==> src/rtl/sap1_disp_pkg.sv <==
// rtl/sap1_disp_pkg.sv - converter states and active-low 7-segment encodings for out_display
package sap1_disp_pkg;

  typedef enum logic [1:0] {
    IDLE   = 2'd0,
    SHIFT  = 2'd1,
    COMMIT = 2'd2
  } conv_state_t;

  // Segment order is {g,f,e,d,c,b,a}, 0 = lit
  localparam logic [6:0] SEG_0     = 7'b1000000;
  localparam logic [6:0] SEG_1     = 7'b1111001;
  localparam logic [6:0] SEG_2     = 7'b0100100;
  localparam logic [6:0] SEG_3     = 7'b0110000;
  localparam logic [6:0] SEG_4     = 7'b0011001;
  localparam logic [6:0] SEG_5     = 7'b0010010;
  localparam logic [6:0] SEG_6     = 7'b0000010;
  localparam logic [6:0] SEG_7     = 7'b1111000;
  localparam logic [6:0] SEG_8     = 7'b0000000;
  localparam logic [6:0] SEG_9     = 7'b0010000;
  localparam logic [6:0] SEG_BLANK = 7'b1111111;

  function automatic logic [6:0] seg_decode(input logic [3:0] nibble);
    case (nibble)
      4'd0:    seg_decode = SEG_0;
      4'd1:    seg_decode = SEG_1;
      4'd2:    seg_decode = SEG_2;
      4'd3:    seg_decode = SEG_3;
      4'd4:    seg_decode = SEG_4;
      4'd5:    seg_decode = SEG_5;
      4'd6:    seg_decode = SEG_6;
      4'd7:    seg_decode = SEG_7;
      4'd8:    seg_decode = SEG_8;
      4'd9:    seg_decode = SEG_9;
      default: seg_decode = SEG_BLANK;
    endcase
  endfunction

endpackage

==> src/rtl/bin2bcd_seq.sv <==
// rtl/bin2bcd_seq.sv - sequential double-dabble converter, re-runs whenever the input value changes
module bin2bcd_seq
  import sap1_disp_pkg::*;
#(
  parameter int WIDTH  = 8,
  parameter int DIGITS = 3
) (
  input  logic                  mclk,
  input  logic                  rst_n,
  input  logic [WIDTH-1:0]      i_data,
  output logic [4*DIGITS-1:0]   o_bcd,
  output logic                  o_valid,
  output logic                  o_busy
);

  localparam int BCD_W = 4 * DIGITS;
  localparam int CNT_W = $clog2(WIDTH + 1);

  conv_state_t        state, state_nxt;
  logic [WIDTH-1:0]   shadow;
  logic [WIDTH-1:0]   bin;
  logic [BCD_W-1:0]   acc;
  logic [BCD_W-1:0]   adj;
  logic [CNT_W-1:0]   cnt;

  always_comb begin
    adj = acc;
    for (int i = 0; i < DIGITS; i++) begin
      if (acc[i*4 +: 4] >= 4'd5) adj[i*4 +: 4] = acc[i*4 +: 4] + 4'd3;
    end
  end

  always_comb begin
    state_nxt = state;
    case (state)
      IDLE:    if (i_data != shadow) state_nxt = SHIFT;
      SHIFT:   if (cnt == CNT_W'(WIDTH - 1)) state_nxt = COMMIT;
      COMMIT:  state_nxt = IDLE;
      default: state_nxt = IDLE;
    endcase
  end

  always_ff @(posedge mclk or negedge rst_n) begin
    if (!rst_n) begin
      state   <= IDLE;
      shadow  <= '0;
      bin     <= '0;
      acc     <= '0;
      cnt     <= '0;
      o_bcd   <= '0;
      o_valid <= 1'b0;
    end else begin
      state   <= state_nxt;
      o_valid <= (state == COMMIT);
      case (state)
        IDLE: begin
          // Input changes during a conversion are picked up here afterwards
          if (i_data != shadow) begin
            bin    <= i_data;
            shadow <= i_data;
            acc    <= '0;
            cnt    <= '0;
          end
        end
        SHIFT: begin
          {acc, bin} <= {adj[BCD_W-2:0], bin, 1'b0};
          cnt        <= cnt + 1'b1;
        end
        COMMIT:  o_bcd <= acc;
        default: ;
      endcase
    end
  end

  assign o_busy = (state != IDLE);

endmodule

==> src/rtl/out_display.sv <==
// rtl/out_display.sv - decimal 7-segment display of the SAP-1 output register; OUT_DISPLAY_LZB_EN enables leading-zero blanking
module out_display
  import sap1_disp_pkg::*;
#(
  parameter int WIDTH    = 8,
  parameter int DIGITS   = 3,
  parameter int SCAN_DIV = 1024
) (
  input  logic                  mclk,
  input  logic                  rst_n,
  input  logic [WIDTH-1:0]      i_data,
  output logic [4*DIGITS-1:0]   o_bcd,
  output logic                  o_valid,
  output logic                  o_busy,
  output logic [DIGITS-1:0]     o_an,
  output logic [6:0]            o_seg
);

  localparam int SC_W  = $clog2(SCAN_DIV);
  localparam int IDX_W = (DIGITS > 1) ? $clog2(DIGITS) : 1;

  logic [SC_W-1:0]  scan_cnt;
  logic [IDX_W-1:0] idx;
  logic [3:0]       nib;
  logic             cur_blank;

  bin2bcd_seq #(
    .WIDTH  (WIDTH),
    .DIGITS (DIGITS)
  ) u_conv (
    .mclk    (mclk),
    .rst_n   (rst_n),
    .i_data  (i_data),
    .o_bcd   (o_bcd),
    .o_valid (o_valid),
    .o_busy  (o_busy)
  );

  always_comb begin
    nib = 4'd0;
    for (int i = 0; i < DIGITS; i++) begin
      if (idx == IDX_W'(i)) nib = o_bcd[i*4 +: 4];
    end
  end

`ifdef OUT_DISPLAY_LZB_EN
  logic [DIGITS-1:0] lead;
  logic              seen;

  // lead[i] is set when digit i and every digit above it are zero; digit 0 is never blanked
  always_comb begin
    lead = '0;
    seen = 1'b0;
    for (int i = DIGITS - 1; i >= 1; i--) begin
      seen    = seen | (o_bcd[i*4 +: 4] != 4'd0);
      lead[i] = !seen;
    end
    cur_blank = 1'b0;
    for (int i = 0; i < DIGITS; i++) begin
      if (idx == IDX_W'(i)) cur_blank = lead[i];
    end
  end
`else
  assign cur_blank = 1'b0;
`endif

  always_ff @(posedge mclk or negedge rst_n) begin
    if (!rst_n) begin
      scan_cnt <= '0;
      idx      <= '0;
      o_an     <= ~DIGITS'(1);
      o_seg    <= SEG_0;
    end else begin
      if (scan_cnt == SC_W'(SCAN_DIV - 1)) begin
        scan_cnt <= '0;
        idx      <= (idx == IDX_W'(DIGITS - 1)) ? '0 : idx + 1'b1;
      end else begin
        scan_cnt <= scan_cnt + 1'b1;
      end
      o_an  <= ~(DIGITS'(1) << idx);
      o_seg <= cur_blank ? SEG_BLANK : seg_decode(nib);
    end
  end

endmodule

==> config.mk <==
export PLATFORM = sky130hd
export DESIGN_NAME = out_display
export DESIGN_NICKNAME = d
export VERILOG_FILES = /design/src/rtl/sap1_disp_pkg.sv /design/src/rtl/bin2bcd_seq.sv /design/src/rtl/out_display.sv
export SDC_FILE = /design/constraint.sdc
export NUM_CORES = 1
export LEC_CHECK = 0
export CAP_MARGIN = 20
export CORE_UTILIZATION = 35
export DETAILED_ROUTE_END_ITERATION = 10
export GPL_ROUTABILITY_DRIVEN = 0
export PLACE_DENSITY_LB_ADDON = 0.15
export REMOVE_ABC_BUFFERS = 1
export SYNTH_ARGS = -nofsm -noshare
export SYNTH_HDL_FRONTEND = slang
export SYNTH_SLANG_ARGS = --single-unit
==> constraint.sdc <==
create_clock -name mclk -period 1.8 [get_ports mclk]
set_clock_uncertainty 0.05 [all_clocks]
set_input_delay 0.36 -clock mclk [delete_from_list [all_inputs] [get_ports mclk]]
set_output_delay 0.36 -clock mclk [all_outputs]
set_load 0.02 [all_outputs]
==> impl_metrics.ini, run 1 <==
[synth]
syn_inst = 267
yosysWarnings = 0
ys_seq_elements = 69
async_flop_share = 1.00
synth_edf_count = 0
synth_cell_type_count = 48
synth.avg_cell_area_sq_um = 12.2
syn_area_sq_mm = 0.00327
ys.flop_type = dfrtp_1
yosysSeqAreaShare = 0.530

[sta]
worst_pin_slew_ns = 0.551
slew-limit-headroom = 0.631
whs_ns = 0.441
period_share = 0.978
fmax_mhz = 568
final_hold_viol_count = 0
fin_crit_ns = 1.76
finalSetupTns_ns = 0
slew_violations = 0
setup-violations-final = 0
rsz0062_at_grt = true

[final_layout]
antenna_cells = 0
fin_cells = 447
finalNetCount = 353
synthToLayoutAreaGrowth_pct = 32.2
layout-drive-gt1-share = 0.295

[clocking]
clk_pin_slew_ns = 0.08
tritoncts = built
root_buffer = clkbuf_8
numCtsBuffers = 9
htree_num_levels = 3
worstSkewPairLatency_ns = 0.34
cts.sinks = 69
clk_path_buf_depth = 2

[power]
clockPowerShare = 0.232
p_leak_nw = 2.04
ir_drop_mv = 0.729
swShare = 0.339
p_seq_frac = 0.351
power_frac_comb = 0.417
power_density_mw_per_mm2 = 1690
internal_power_w = 0.00483
p_switching_w = 0.00247

[drt]
drtIter0Drc = 90
met3_length_um = 242
met1_length_um = 3010
top_layer = met4
wl_per_cell_um = 14.0
route.vias.total = 2252
vias_per_cell = 5.04
drc = 0
met2_length_um = 2950
wirelength_um = 6280
drtPass1Iterations = 4
ant_nets = 0

[run]
max-cap-violations = 0

[grt]
grt_pass1_vias = 2248
grtUsageTotal = 0.143
grt_pass1_wl_um = 10800
grt.overflow.total = 0
grt_max_degree = 70
antenna_found_initial = 0

[worst_setup_path]
critical_path_arrival_ns = 1.94
required_ns = 1.98
cp-start-kind = flop
crit_type = flop to flop
crit_fanout = 6
end_kind = flop

[die]
pin_count = 34
rows = 34
core_area_sq_mm = 0.00889
fp.dieArea_sq_mm = 0.00972
fp.dieH_um = 98.6
start_util = 0.367
die_x_um = 98.6

[placed_design]
dp_hpwl_um = 4340
io_buffer_count = 33
placed_cells = 430

[run_status]
status = finished, final reports clean

[worst_hold_path]
holdCritPathClass = flop to flop
## worst paths after layout
check	start	endpoint	slack (ns)	cells after the start
setup / recovery	idx[1]$_DFFE_PN0N_	o_seg[3]$_DFF_PN0_	0.04	5
hold / removal	scan_cnt[0]$_DFF_PN0_	scan_cnt[0]$_DFF_PN0_	0.44	1
setup reg to reg	idx[1]$_DFFE_PN0N_	o_seg[3]$_DFF_PN0_	0.04	5
hold reg to reg	scan_cnt[0]$_DFF_PN0_	scan_cnt[0]$_DFF_PN0_	0.44	1
max in group asynchronous	rst_n	o_an[1]$_DFF_PN1_	0.86	3
min in group asynchronous	rst_n	o_seg[1]$_DFF_PN0_	0.51	3
## synth_stat cells (2+ instances only)
cell / instances / area, sq um
mux2_2: 23 / 259
o22ai_1: 5 / 31.3
nor3b_1: 2 / 15.0
mux2i_1: 7 / 70.1
o31ai_4: 2 / 42.5
nand2_1: 18 / 67.6
o2bb2ai_1: 3 / 26.3
xnor2_1: 15 / 131
nor4b_1: 3 / 26.3
nand4_2: 2 / 25.0
xor2_1: 5 / 43.8
a2bb2oi_2: 2 / 30.0
and4_1: 3 / 26.3
nand4_1: 3 / 18.8
and3_1: 6 / 37.5
inv_1: 10 / 37.5
ha_1: 9 / 113
nor2_1: 10 / 37.5
dfrtp_1: 66 / 1650
o32ai_1: 2 / 17.5
buf_2: 3 / 15.0
buf_6: 3 / 33.8
nor3_1: 3 / 15.0
a221o_1: 7 / 70.1
a21oi_1: 6 / 30.0
dfstp_2: 3 / 78.8
nand3_1: 3 / 15.0
a211o_1: 5 / 43.8
clkbuf_1: 2 / 7.51
nand2b_1: 4 / 25.0
o21ai_0: 8 / 40.0
and2_1: 8 / 50.1
## registers in the layout (all words and copies together), names as in the netlist, 3 cells and up
signal         flops
scan_cnt          10
o_seg              7
u_conv.acc        12
u_conv.o_bcd      12
o_an               3
u_conv.cnt         4
u_conv.bin         8
u_conv.shadow      8
## cell families (layout without fill, tap and decap cells)
group,Yosys count,in the layout,synth area share
DFF,69,69,0.530
muxes,30,30,0.101
xor gates and xnor gates,20,20,0.0536
AOI/OAI and AO/OA,48,48,0.123
and+or+nand+nor,71,71,0.126
buffers and inverters,20,92,0.0322
adders and majority gates,9,9,0.0345
## timing repair
item                                    in CTS  in global routing
setup buffers                                0                  0
hold buffers                                 1                  0
endpoints found under the hold margin       53                  0
endpoints found under the setup margin       6                 31
gates cloned                                 0                  0
pin swaps                                    0                  4
gates resized for setup                      7                 27
## metrics by stage
stage	area [sq um]	worst slack, ns	util	total power [W]
finish	4320	0.0393	0.486	0.00730
global placement	3920	-0.301	0.441	0.00550
CTS	4210	0.00112	0.473	0.00725
global route	4320	-0.0301	0.486	0.00780
detailed placement	3920	-0.337	0.441	0.00553
floorplan	3200	-0.192	-	0.00436
## layout make-up
| class | instances | area, sq um |
|---|---|---|
| flip-flops and latches | 69 | 1730 |
| multi-input cells | 178 | 1520 |
| well taps | 108 | 135 |
| inverters | 11 | 41.3 |
| fillers | 808 | 4570 |
| repair buffers | 65 | 618 |
| clock inverters | 6 | 134 |
| clock buffers | 10 | 138 |
## worst max-delay path, stage by stage, from the launching register on
cell and delay (ns):
dfrtp_1 0.44, buf_4 0.20, mux2i_1 0.24, o2bb2ai_1 0.16, a21boi_2 0.20, or3_1 0.36
## cell usage in the layout, fill, tap and decap left out, types with 6 or more instances in the layout
cell             instances
nor2_1                   8
mux2_2                  23
dlymetal6s2s_1          11
dfrtp_1                 66
nand2_1                 18
xnor2_1                 13
and3_1                   6
clkbuf_8                10
inv_1                    9
ha_1                     8
o21ai_0                  8
clkdlybuf4s50_1         16
a221o_1                  7
and2_1                   8
buf_4                   28
## metal layers
| metal | global-route usage | vias up |
|---|---|---|
| li1 | - | 1096 |
| met1 | 0.180 | 1105 |
| met2 | 0.233 | 43 |
| met3 | 0.0482 | 8 |
| met5 | 0 | - |
| met4 | 0.0413 | 0 |
## power by group through the flow
stage | clock (W) | combinational [W] | sequential (W)
2_1_floorplan | 0 | 0.00167 | 0.00269
3_5_place_dp | 0 | 0.00298 | 0.00256
6_report | 0.00169 | 0.00304 | 0.00256
5_1_grt | 0.00182 | 0.00334 | 0.00265
3_3_place_gp | 0 | 0.00294 | 0.00256
4_1_cts | 0.00174 | 0.00297 | 0.00254
Power figures use the tool's default switching activity.
==> run 2: changes to the inputs <==
- ABC_CLOCK_PERIOD_IN_PS: not set -> 1800
- CORE_MARGIN: not set -> 2
==> impl_metrics.ini, run 2 (same netlist as run 1, synthesis figures left out) <==
[final_layout]
layout-drive-gt1-share = 0.299
fillers = 888
regArea_sq_mm = 0.00173
multiInputGateArea_sq_mm = 0.00148
layout_common_cells = 65 x dfrtp_1, 36 x buf_4, 23 x mux2_2
antenna_cells = 0
finalNetCount = 362
largestRegisters = u_conv.acc: 12 flops, u_conv.o_bcd: 12 flops, scan_cnt: 10 flops
synthToLayoutAreaGrowth_pct = 30.0
final_common_cell = dfrtp_1

[grt]
grt_pass1_wl_um = 11300
antenna_found_initial = 0
grtUsageTotal = 0.143
grt_pass1_vias = 2376
grt_max_degree = 27
grt.overflow.total = 0

[sta]
final_hold_viol_count = 0
slew-limit-headroom = 0.712
whs_ns = 0.429
slew_violations = 0
fin_crit_ns = 1.78
rsz0062_at_grt = true
fin_ws_ns = 0.0220
worst_pin_slew_ns = 0.432
setup-violations-final = 0
fmax_mhz = 562
period_share = 0.988

[power]
p_leak_nw = 1.97
power_density_mw_per_mm2 = 1610
ir_drop_mv = 0.717

[worst_setup_path]
required_ns = 1.98
crit_family = flip-flops
cp_slowest_stage_delay_ns = 0.42
critical_path_arrival_ns = 1.95
crit_type = flop to flop
crit_buf_inv = 1
cp-start-kind = flop
cp_cell_sequence = mux2i_2 > a2bb2oi_2 > inv_2 > ha_4 > nor2_2 > or3_1
reg2regPathDepth = 6
r2r_start = idx[1]$_DFFE_PN0N_
end_kind = flop
reg2reg_setup_slack_ns = 0.02
slowest_stage = dfrtp_2
crit_fanout = 4
timing.rr.end = o_seg[3]$_DFF_PN0_

[drt]
wirelength_um = 6420
drtIter0Drc = 81
drtPass1Iterations = 4
route.vias.total = 2265
drc = 0
ant_nets = 0
wl_per_cell_um = 14.0
vias_per_cell = 4.93

[clocking]
clk_path_buf_depth = 2
cts.sinks = 69
clk_pin_slew_ns = 0.08
tritoncts = built
root_buffer = clkbuf_8
numCtsBuffers = 9
worstSkewPairLatency_ns = 0.35
htree_num_levels = 3

[die]
die_x_um = 101
pin_count = 34
start_util = 0.357
fp.dieArea_sq_mm = 0.0101
core_area_sq_mm = 0.00915
fp.dieH_um = 101
rows = 35

[worst_hold_path]
holdCritPathClass = flop to flop
holdPathStages = 1
min_to = scan_cnt[0]$_DFF_PN0_
worstHoldStart = scan_cnt[0]$_DFF_PN0_

[placed_design]
dp_hpwl_um = 4650
io_buffer_count = 33
dpl_worst_slack_ns = -0.346

[run]
max-cap-violations = 0

[run_status]
status = finished, final reports clean
[run 2: cell types whose count changed in the layout (fill, tap and decap cells not counted), sizes merged]
cell / before / now
buf: 32 / 41
bufinv: 4 / 1
clkbuf: 10 / 12
clkinv: 2 / 3
dlygate4sd2: 5 / 11
dlymetal6s2s: 11 / 5
[run 2: where the power goes]
part           leakage (nW)  internal (W)  switching (W)
Combinational          1.01       0.00161        0.00144
Sequential            0.858       0.00211       0.000417
Clock                 0.100      0.000677       0.000571
[run 2: layout make-up]
class | count | share of cell area
flip-flops and latches | 69 | 0.408
multi-input cells | 178 | 0.347
repair buffers | 74 | 0.157
clock buffers | 12 | 0.0342
well taps | 111 | 0.0327
clock inverters | 4 | 0.0115
inverters | 11 | 0.00972
[run 2: worst max-delay path by stage]
stage	start	to	slack (ns)	cells after the start
after detailed placement	i_data[7]	u_conv.acc[0]$_DFFE_PN0P_	-0.35	6
after floorplan	idx[1]$_DFFE_PN0N_	o_seg[3]$_DFF_PN0_	-0.19	6
after global routing	idx[1]$_DFFE_PN0N_	o_seg[3]$_DFF_PN0_	-0.06	6
after CTS	idx[1]$_DFFE_PN0N_	o_seg[3]$_DFF_PN0_	-0.008	6
final	idx[1]$_DFFE_PN0N_	o_seg[3]$_DFF_PN0_	0.02	6
after global placement	i_data[7]	u_conv.acc[0]$_DFFE_PN0P_	-0.34	6
[run 2: metal layers]
metal	global-route usage	share of wire	up-vias	wire length, um
li1	-	-	1110	-
met1	0.178	0.47	1106	3020
met2	0.235	0.47	39	3030
met3	0.0388	0.040	10	255
met4	0.0569	0.018	0	115
met5	0	0	-	0
[run 2: timing repair]
action / CTS / global route
hold buffers: 1 / 0
buffers inserted: 1 / 0
setup endpoints to repair: 12 / 33
pin swaps: 4 / 1
gates resized for setup: 18 / 9
hold endpoints to repair: 11 / 0
[run 2: worst reg2reg max path, stage by stage (launching register included)]
cell,delay [ns]
dfrtp_2,0.42
mux2i_2,0.26
a2bb2oi_2,0.20
inv_2,0.07
ha_4,0.27
nor2_2,0.03
or3_1,0.35
[run 2: stage by stage]
stage	utilization	setup TNS (ns)	cells	instance area [sq um]	power [W]
finish	0.464	0	459	4250	0.00683
global route	0.464	-0.0567	459	4250	0.00736
CTS	0.461	-0.00789	459	4220	0.00692
detailed placement	0.436	-9.51	441	3990	0.00562
global placement	0.435	-9.19	440	3980	0.00553
floorplan	-	-0.192	258	3200	0.00436
==> run 3: changes to the inputs <==
- CTS_CLUSTER_DIAMETER: not set -> 80
==> results of run 3 <==
Same layout as run 2: the final DEF is identical, and so are final timing and power.
